$ cat config.mk
export PLATFORM = sky130hd
export DESIGN_NAME = melody_player
export DESIGN_NICKNAME = d
export VERILOG_FILES = /design/src/rtl/piano_pkg.sv /design/src/rtl/melody_rom.sv /design/src/rtl/melody_player.sv
export SDC_FILE = /design/constraint.sdc
export NUM_CORES = 1
export LEC_CHECK = 0
export CORE_MARGIN = 10
export CORE_UTILIZATION = 30
export DETAILED_ROUTE_END_ITERATION = 12
export SYNTH_ARGS = -nofsm -noshare
export SYNTH_HDL_FRONTEND = slang
export SYNTH_SLANG_ARGS = --single-unit
export TNS_END_PERCENT = 1
$ cat constraint.sdc
create_clock -name clk -period 2.3 [get_ports clk]
set_input_delay 0.23 -clock clk [delete_from_list [all_inputs] [get_ports clk]]
set_output_delay 0.23 -clock clk [all_outputs]
set_load 0.02 [all_outputs]
$ cat src/rtl/piano_pkg.sv
// Shared definitions for the melody player: note codes, tone frequencies,
// controller states and the melody ROM image.
package piano_pkg;

    typedef enum logic [2:0] {
        NOTE_REST = 3'd0,
        NOTE_C4   = 3'd1,
        NOTE_F4   = 3'd2,
        NOTE_G4   = 3'd3,
        NOTE_A4   = 3'd4,
        NOTE_END  = 3'd7
    } note_e;

    localparam int unsigned FREQ_C4 = 262;
    localparam int unsigned FREQ_F4 = 349;
    localparam int unsigned FREQ_G4 = 392;
    localparam int unsigned FREQ_A4 = 440;

    typedef enum logic [2:0] {
        S_IDLE,
        S_LOAD,
        S_NOTE,
        S_GAP,
        S_FINISH
    } state_e;

    localparam int unsigned ROM_DEPTH = 16;

    // Each entry is {note, len}; len n plays for n+1 beats.
    localparam logic [4:0] MELODY_ROM [ROM_DEPTH] = '{
        {NOTE_C4,   2'd0}, {NOTE_C4,  2'd0}, {NOTE_G4,  2'd0}, {NOTE_G4,  2'd0},
        {NOTE_A4,   2'd0}, {NOTE_A4,  2'd0}, {NOTE_G4,  2'd1}, {NOTE_F4,  2'd0},
        {NOTE_F4,   2'd0}, {NOTE_REST, 2'd0}, {NOTE_C4, 2'd1}, {NOTE_END, 2'd0},
        {NOTE_END,  2'd0}, {NOTE_END, 2'd0}, {NOTE_END, 2'd0}, {NOTE_END, 2'd0}
    };

    // Half-period count for a square wave of freq_hz; evaluated at elaboration only.
    function automatic int unsigned half_period(input int unsigned clk_hz,
                                                input int unsigned freq_hz);
        return clk_hz / freq_hz / 2 - 1;
    endfunction

endpackage

$ cat src/rtl/melody_rom.sv
// Combinational melody lookup: 4-bit entry index to {note, len}.
module melody_rom
    import piano_pkg::*;
(
    input  logic [3:0] idx,
    output note_e      note,
    output logic [1:0] len
);

    logic [4:0] entry;

    always_comb begin
        entry = MELODY_ROM[idx];
        note  = note_e'(entry[4:2]);
        len   = entry[1:0];
    end

endmodule

$ cat src/rtl/melody_player.sv
// Plays the ROM melody as a sequence of tone half-period counts with a
// silent gap after every note; start/stop controlled, done pulses on completion.
module melody_player
    import piano_pkg::*;
#(
    parameter int unsigned INPUT   = 50_000_000,
    parameter int unsigned WIDTH   = 24,
    parameter int unsigned BEAT_MS = 250,
    parameter int unsigned GAP_MS  = 20
) (
    input  logic             clk,
    input  logic             rst_n,
    input  logic             start,
    input  logic             stop,
    output logic             busy,
    output logic             done,
    output logic [WIDTH-1:0] tone,
    output logic             mute
);

    localparam int unsigned MS_CYC = INPUT / 1000;

    localparam logic [WIDTH-1:0] TONE_C4 = WIDTH'(half_period(INPUT, FREQ_C4));
    localparam logic [WIDTH-1:0] TONE_F4 = WIDTH'(half_period(INPUT, FREQ_F4));
    localparam logic [WIDTH-1:0] TONE_G4 = WIDTH'(half_period(INPUT, FREQ_G4));
    localparam logic [WIDTH-1:0] TONE_A4 = WIDTH'(half_period(INPUT, FREQ_A4));

    state_e           state_q, state_d;
    logic [3:0]       idx_q, idx_d;
    logic [1:0]       len_q, len_d;
    logic [31:0]      pre_q, pre_d;
    logic [31:0]      ms_q, ms_d;
    logic [WIDTH-1:0] tone_q, tone_d;
    logic             mute_q, mute_d;
    logic             busy_q, busy_d;
    logic             done_q, done_d;

    note_e            rom_note;
    logic [1:0]       rom_len;
    logic [WIDTH-1:0] rom_tone;
    logic [31:0]      note_ms;
    logic             ms_tick;

    melody_rom u_rom (
        .idx  (idx_q),
        .note (rom_note),
        .len  (rom_len)
    );

    always_comb begin
        case (rom_note)
            NOTE_C4: rom_tone = TONE_C4;
            NOTE_F4: rom_tone = TONE_F4;
            NOTE_G4: rom_tone = TONE_G4;
            NOTE_A4: rom_tone = TONE_A4;
            default: rom_tone = '0;
        endcase
    end

    assign note_ms = (32'(len_q) + 32'd1) * BEAT_MS;
    assign ms_tick = (pre_q == MS_CYC - 1);

    // NOTE: every signal written here gets a default first, so no latches are inferred.
    always_comb begin
        state_d = state_q;
        idx_d   = idx_q;
        len_d   = len_q;
        pre_d   = pre_q;
        ms_d    = ms_q;
        tone_d  = tone_q;
        mute_d  = mute_q;

        case (state_q)
            S_IDLE: begin
                if (start && !stop) begin
                    state_d = S_LOAD;
                    idx_d   = '0;
                    mute_d  = 1'b1;
                end
            end
            S_LOAD: begin
                pre_d = '0;
                ms_d  = '0;
                if (rom_note == NOTE_END) begin
                    state_d = S_FINISH;
                    tone_d  = '0;
                    mute_d  = 1'b1;
                end else begin
                    state_d = S_NOTE;
                    len_d   = rom_len;
                    tone_d  = rom_tone;
                    mute_d  = (rom_tone == '0);
                end
            end
            S_NOTE: begin
                pre_d = ms_tick ? '0 : pre_q + 32'd1;
                if (ms_tick) begin
                    if (ms_q == note_ms - 32'd1) begin
                        state_d = S_GAP;
                        ms_d    = '0;
                        mute_d  = 1'b1;
                    end else begin
                        ms_d = ms_q + 32'd1;
                    end
                end
            end
            S_GAP: begin
                pre_d = ms_tick ? '0 : pre_q + 32'd1;
                if (ms_tick) begin
                    if (ms_q == GAP_MS - 1) begin
                        ms_d  = '0;
                        idx_d = idx_q + 4'd1;
                        // Wrapping past the last entry ends the melody like an END code.
                        if (idx_q == 4'hF) begin
                            state_d = S_FINISH;
                            tone_d  = '0;
                        end else begin
                            state_d = S_LOAD;
                        end
                    end else begin
                        ms_d = ms_q + 32'd1;
                    end
                end
            end
            S_FINISH: state_d = S_IDLE;
            default:  state_d = S_IDLE;
        endcase

        if (stop && state_q != S_IDLE) begin
            state_d = S_IDLE;
            pre_d   = '0;
            ms_d    = '0;
            tone_d  = '0;
            mute_d  = 1'b1;
        end

        busy_d = (state_d != S_IDLE);
        done_d = (state_d == S_FINISH);
    end

    // NOTE: sequential state uses non-blocking assignments only.
    always_ff @(posedge clk or negedge rst_n) begin
        if (!rst_n) begin
            state_q <= S_IDLE;
            idx_q   <= '0;
            len_q   <= '0;
            pre_q   <= '0;
            ms_q    <= '0;
            tone_q  <= '0;
            mute_q  <= 1'b1;
            busy_q  <= 1'b0;
            done_q  <= 1'b0;
        end else begin
            state_q <= state_d;
            idx_q   <= idx_d;
            len_q   <= len_d;
            pre_q   <= pre_d;
            ms_q    <= ms_d;
            tone_q  <= tone_d;
            mute_q  <= mute_d;
            busy_q  <= busy_d;
            done_q  <= done_d;
        end
    end

    assign busy = busy_q;
    assign done = done_q;
    assign tone = tone_q;
    assign mute = mute_q;

endmodule

==> results.ini, run 1 <==
[worst_hold_path]
hp-class=input pin to asynchronous set/reset pin

[route]
via_per_inst=5.10
wl_per_cell_um=14.6
via_count=4227
wl_um=12100
ant_nets=0
first_pass_iters=4
drt_iter0_drc=238
route.detailed.drc=0

[status]
outcome=finished clean

[placement]
gp_congestion=0.827
place_area_um2=5730
dp_slack_ns=-0.0568
hpwl_um=8930
dp_cells=811
port_buffers=23

[floorplan]
io_pins=31
start_util_pct=30.8
die_w_um=148
die_area_um2=22000
die_y_um=148
rows=46
core-area_um2=16000

[power_and_ir_drop]
p_seq_share_pct=44.1
ir_drop_uv=598
p_comb_share_pct=19.5
leakagePower_nw=2.61
pwr-share-clk_pct=36.4
internal_power_mw=2.70
p_sw_mw=1.08
switching_share_pct=28.5
power_mw=3.77
p_per_area_nw_per_um2=618

[timing]
finalSetupTns_ns=0
finalHoldViolCount=0
tightest_slew_ns=0.547
slew_violations=0
skew_ns=0.00690
setup_violations=0
layout_min_cycle_time_ns=2.28
fmax_ghz=0.438
min_period_over_period_pct=99.3
holdWs_ns=0.369
setup_ws_ns=0.0160
rsz0062_at_grt=true
slew_headroom_pct=63.3

[logic_synthesis]
yosysSeqAreaShare_pct=44.2
avgSynthCellArea_um2=9.14
synth_ff_type=dfrtp_1
yosys_register_bits=87
synth_cells=539
synth_cell_types=64
yosysWarnings=0
synth-edff-count=0
syn_area_um2=4930
async_reset_ff_share_pct=100

[cts]
cts.sinks=87
h-tree-depth=3
path_clk_slew_ns=0.06
clk_latency_ns=0.35
root_buffer=clkbuf_16
clk_path_buf_depth=2
cts-buffers-inserted=9
tritoncts=built

[global_routing]
track_usage_pct=11.5
grt_max_degree=35
antenna_found_initial=0
overflow=0
grt_pass1_wl_um=21200
grt_pass1_vias=4302

[critical_path]
regToRegSetupSlack_ns=0.02
start_kind=flop
critical_path_arrival_ns=2.52
crit_path_max_fanout=12
crit_type=flop to flop
worst_setup_path_end_kind=flop
cp.required_ns=2.53

[layout]
layout-drive-gt1-share_pct=16.6
layout.nets=617
diodes=0
final_util_pct=38.2
finalInstanceArea_um2=6110
syn_to_final_growth_pct=23.9
stdcell_count=829

[job]
maxCapViolCount=0

## power groups by stage
stage / logic [mW] / registers (mW) / clock network (mW)
6_report: 0.737 / 1.66 / 1.37
5_1_grt: 0.805 / 1.68 / 1.48
4_1_cts: 0.745 / 1.66 / 1.42
3_5_place_dp: 0.735 / 1.69 / 0
3_3_place_gp: 0.735 / 1.69 / 0
2_1_floorplan: 0.376 / 1.74 / 0
## placed cells by master (no fill, tap or decap), types with 3 or more instances in the layout
| master | n |
|---|---|
| a31oi_1 | 20 |
| xnor2_1 | 13 |
| xor2_1 | 16 |
| clkbuf_1 | 4 |
| a32o_1 | 4 |
| nor4_1 | 9 |
| o21ai_1 | 3 |
| nor4_4 | 3 |
| clkdlybuf4s50_1 | 22 |
| clkbuf_16 | 9 |
| and4_1 | 5 |
| conb_1 | 7 |
| dfrtp_1 | 86 |
| o31ai_1 | 6 |
| buf_4 | 61 |
| nand2_1 | 47 |
| nand4_1 | 27 |
| a21o_1 | 7 |
| nand3_1 | 36 |
| or3_1 | 3 |
| a41oi_1 | 3 |
| a2bb2oi_1 | 6 |
| and3_1 | 11 |
| and2_1 | 4 |
| inv_1 | 19 |
| a21oi_1 | 22 |
| nor2_1 | 56 |
| ha_1 | 5 |
| nor3_1 | 9 |
| o2bb2ai_1 | 4 |
| nand2b_1 | 9 |
| o21ai_0 | 23 |
| nor2b_1 | 3 |
## layer usage
| layer | track usage (%) | up-vias | wire [um] |
|---|---|---|---|
| li1 | - | 2077 | - |
| met1 | 14.3 | 2064 | 5640 |
| met2 | 18.5 | 72 | 5690 |
| met3 | 4.00 | 14 | 611 |
| met4 | 2.73 | 0 | 140 |
| met5 | 0 | - | 0 |
## state kept, by name, indices dropped and copies added, names as in the netlist
register,cells
busy,1
done,1
idx_q,4
len_q,1
ms_q,32
mute,1
pre_q,32
state_q,3
tone,12
## area by class of cell
cell class | count | area, um^2
multi-input combinational | 404 | 2580
inverter | 19 | 71.3
clock buffer | 15 | 268
clock inverter | 1 | 5.00
timing repair buffer | 87 | 739
sequential | 87 | 2180
tap | 216 | 270
fill | 1649 | 9890
## worst max-delay path, cell delays in order (launching register included)
cell	delay, ns
dfrtp_1	0.38
or4b_4	0.55
nor4b_4	0.33
and4_1	0.26
and3_1	0.17
o32ai_1	0.11
buf_12	0.17
a32o_1	0.19
## cell usage after synthesis (all sizes together), types with 3 or more instances
| library cell | instances | area (um^2) |
|---|---|---|
| buf | 25 | 175 |
| nand2b | 9 | 56.3 |
| ha | 5 | 62.6 |
| nor3 | 11 | 60.1 |
| nand2 | 47 | 176 |
| a32o | 4 | 40.0 |
| o31ai | 6 | 45.0 |
| and2 | 4 | 25.0 |
| nor2b | 3 | 18.8 |
| a21oi | 24 | 124 |
| dfrtp | 86 | 2150 |
| xnor2 | 13 | 114 |
| and4 | 5 | 43.8 |
| nor4b | 4 | 50.1 |
| a2bb2oi | 6 | 52.6 |
| or3 | 4 | 25.0 |
| a41oi | 3 | 26.3 |
| xor2 | 16 | 140 |
| nand4 | 28 | 181 |
| and3 | 11 | 68.8 |
| o2bb2ai | 4 | 35.0 |
| nor2 | 57 | 216 |
| o21ai | 26 | 130 |
| nand3 | 37 | 190 |
| nor4 | 14 | 118 |
| or4b | 3 | 37.5 |
| inv | 19 | 71.3 |
| a31oi | 20 | 125 |
| a21o | 9 | 70.1 |
| clkbuf | 10 | 37.5 |
## final timing paths
path | from | end | cells after the start
min in group clk | tone[5]$_DFFE_PN0P_ | tone[5]$_DFFE_PN0P_ | 1
setup reg to reg | ms_q[7]$_DFFE_PN0P_ | tone[6]$_DFFE_PN0P_ | 7
hold reg to reg | tone[5]$_DFFE_PN0P_ | tone[5]$_DFFE_PN0P_ | 1
max in group asynchronous | rst_n | ms_q[20]$_DFFE_PN0P_ | 3
setup / recovery | ms_q[7]$_DFFE_PN0P_ | tone[6]$_DFFE_PN0P_ | 7
hold / removal | rst_n | tone[6]$_DFFE_PN0P_ | 2
## kinds of logic after synthesis
logic type / after synthesis / synth area share (%)
compound gates: 118 / 16.4
xor+xnor: 29 / 5.15
fa+ha+maj: 5 / 1.27
buf+inv: 54 / 5.76
flops: 87 / 44.2
mux: 3 / 0.635
other cells: 1 / 0.0761
simple gates: 242 / 26.5
## what timing repair did
item,CTS,global route
hold buffers,1,0
setup endpoints to repair,26,50
endpoints found under the hold margin,31,0
setup buffers,0,1
resized for setup,7,7
pin swaps,1,3
Note: power is estimated with default switching activity, not from simulation.
==> run 2: changes to the inputs <==
- clock period: 2.3 -> 2.6 ns (I/O delays scaled with it)
==> run 2 against run 1 <==
Effect of this change: non-clock buffer count fell by 41; sequential power fell by 11%; routed wire length fell by 5.0%; via count fell by 2.4%; first-iteration DRC count fell by 1.3%; clock power rose by 9%; core utilization fell by 1.9 points; total power fell by 5.0%; largest cell class unchanged.
==> results.ini, run 2 (synthesis results as in run 1) <==
[status]
outcome=finished clean

[cts]
root_buffer=clkbuf_16
tritoncts=built
cts_setup_buffers=0  ; unchanged
clk_latency_ns=0.34  ; about the same
h-tree-depth=3  ; unchanged
clk_path_buf_depth=2  ; unchanged
cts-buffers-inserted=9  ; unchanged
path_clk_slew_ns=0.06  ; about the same
cts.sinks=87  ; unchanged

[route]
via_per_inst=5.24  ; +2.7%
wl_per_cell_um=14.6  ; about the same
ant_nets=0  ; unchanged
via_count=4127  ; -2.4%
drt_iter0_drc=235  ; -1.3%
wl_um=11500  ; -5.0%
route.detailed.drc=0  ; unchanged
first_pass_iters=5  ; +1

[global_routing]
grt_max_degree=54  ; +54%
met2_usage_pct=17.1  ; -1.5 points
track_usage_pct=10.8  ; -0.63 points
grt_pass1_vias=4113  ; -4.4%
overflow=0  ; unchanged
grt-busiest-layer=met2
grtUsageMet1_pct=13.6  ; -0.70 points
gr-usage-met3_pct=3.94  ; -0.061 points
grt_pass1_wl_um=20000  ; -5.7%
antenna_found_initial=0  ; unchanged

[critical_path]
cp_top_family=compound AO/OA/AOI/OAI gates
cpMostUsedCell=a21o_2
crit_type=flop to flop
reg2reg_to=ms_q[4]$_DFFE_PN0P_
crit_path_max_fanout=9  ; -3
worstSetupStartpoint=ms_q[1]$_DFFE_PN0P_
start_kind=flop
rr_worst_depth=6  ; -1
worst-path-buf-inv=0  ; -1
cp_slowest_cell=or4b_4
regToRegSetupSlack_ns=0.17  ; +0.16 ns
endpoint=ms_q[4]$_DFFE_PN0P_
path_cells=or4b_4, a2111oi_4, a21o_2, a21o_2, o21ai_0, a32o_1
critical_path_arrival_ns=2.66  ; +0.14 ns
rr_startpoint=ms_q[1]$_DFFE_PN0P_
worst_setup_path_end_kind=flop
cp.required_ns=2.83  ; +0.30 ns
cp_slowest_stage_delay_ns=0.55  ; about the same
cp.depth=6  ; -1

[timing]
skew_ns=0.00793  ; +0.00102 ns
finalSetupTns_ns=0  ; unchanged
rsz0062_at_grt=false
tightest_slew_ns=0.689  ; +0.141 ns
slew_violations=0  ; unchanged
min_period_over_period_pct=93.3  ; -6.0 points
setup_violations=0  ; unchanged
finalHoldViolCount=0  ; unchanged
layout_min_cycle_time_ns=2.43  ; +0.142 ns
fmax_ghz=0.412  ; -5.9%
slew_headroom_pct=54.0  ; -9.3 points

[layout]
layout_common_cells=86 x dfrtp_1, 56 x nor2_1, 47 x nand2_1
final_common_cell=dfrtp_1
layout-drive-gt1-share_pct=9.62  ; -7.0 points
finalInstanceArea_um2=5810  ; -4.9%
diodes=0  ; unchanged
syn_to_final_growth_pct=17.8
layout.nets=576  ; -6.6%
fillers=1669  ; +1.2%

[floorplan]
start_util_pct=30.8  ; unchanged
rows=46  ; unchanged
die_y_um=148  ; unchanged
io_pins=31  ; unchanged
core-area_um2=16000  ; unchanged
die_w_um=148  ; unchanged
die_area_um2=22000  ; unchanged

[placement]
gp_congestion=0.846  ; +2.3%
hpwl_um=8130  ; -8.9%
port_buffers=23  ; unchanged
place_area_um2=5440  ; -5.0%

[power_and_ir_drop]
p_per_area_nw_per_um2=617  ; about the same
ir_drop_uv=485  ; -19%
leakagePower_nw=2.39  ; -8.2%

[worst_hold_path]
holdCritStartpoint=tone[14]$_DFFE_PN0P_
hp-class=flop to flop

[job]
maxCapViolCount=0  ; unchanged

run 2: per-layer routing:
layer	vias to the layer above	wire (um)
met3	8	630
li1	2003	-
met5	-	0
met4	0	110
met1	2032	5400
met2	84	5340
run 2: where the power goes:
group / internal, mW / switching (mW) / leakage, nW
clock: 0.967 / 0.519 / 0.164
combinational: 0.249 / 0.369 / 1.03
sequential: 1.42 / 0.0610 / 1.20
total: 2.63 / 0.949 / 2.39
run 2: timing repair:
action | 4_1_cts | 5_1_grt
gates resized for setup | 0 | 2
hold buffers | 1 | 0
hold endpoints to repair | 51 | 0
setup endpoints to repair | 0 | 22
run 2: area by class of cell:
type	instances	area, um^2	share of cell area [%]
sequential	87	2180	37.5
clock buffer	13	250	4.31
inverter	19	71.3	1.23
multi-input combinational	404	2510	43.2
clock inverter	3	90.1	1.55
tap	216	270	4.65
timing repair buffer	46	440	7.58
run 2: how the worst min path moves through the flow:
stage	endpoint	slack [ns]	cells after the start
after floorplan	busy$_DFF_PN0_	-0.04	0
after global placement	tone[5]$_DFFE_PN0P_	0.35	1
after detailed placement	tone[5]$_DFFE_PN0P_	0.36	1
after CTS	tone[5]$_DFFE_PN0P_	0.49	1
after global routing	tone[5]$_DFFE_PN0P_	0.50	1
final	tone[14]$_DFFE_PN0P_	0.48	1
run 2: metrics by stage:
| step | power (mW) | hold slack, ns | cells | utilization (%) | worst slack [ns] |
|---|---|---|---|---|---|
| 5_1_grt | 3.75 | 0.502 | 788 | 36.3 | 0.0347 |
| 2_1_floorplan | 1.87 | -0.0356 | 545 | - | 0.383 |
| 3_3_place_gp | 2.12 | 0.349 | 771 | 34.0 | 0.168 |
| 3_5_place_dp | 2.12 | 0.355 | 771 | 34.0 | 0.0539 |
| 4_1_cts | 3.63 | 0.487 | 788 | 36.2 | 0.0257 |
| 6_report | 3.58 | 0.481 | 788 | 36.3 | 0.174 |
==> run 3: changes to the inputs <==
- CTS_CLUSTER_DIAMETER: not set -> 80
==> results of run 3 <==
Final layout, timing and power as in run 2 (identical DEF).
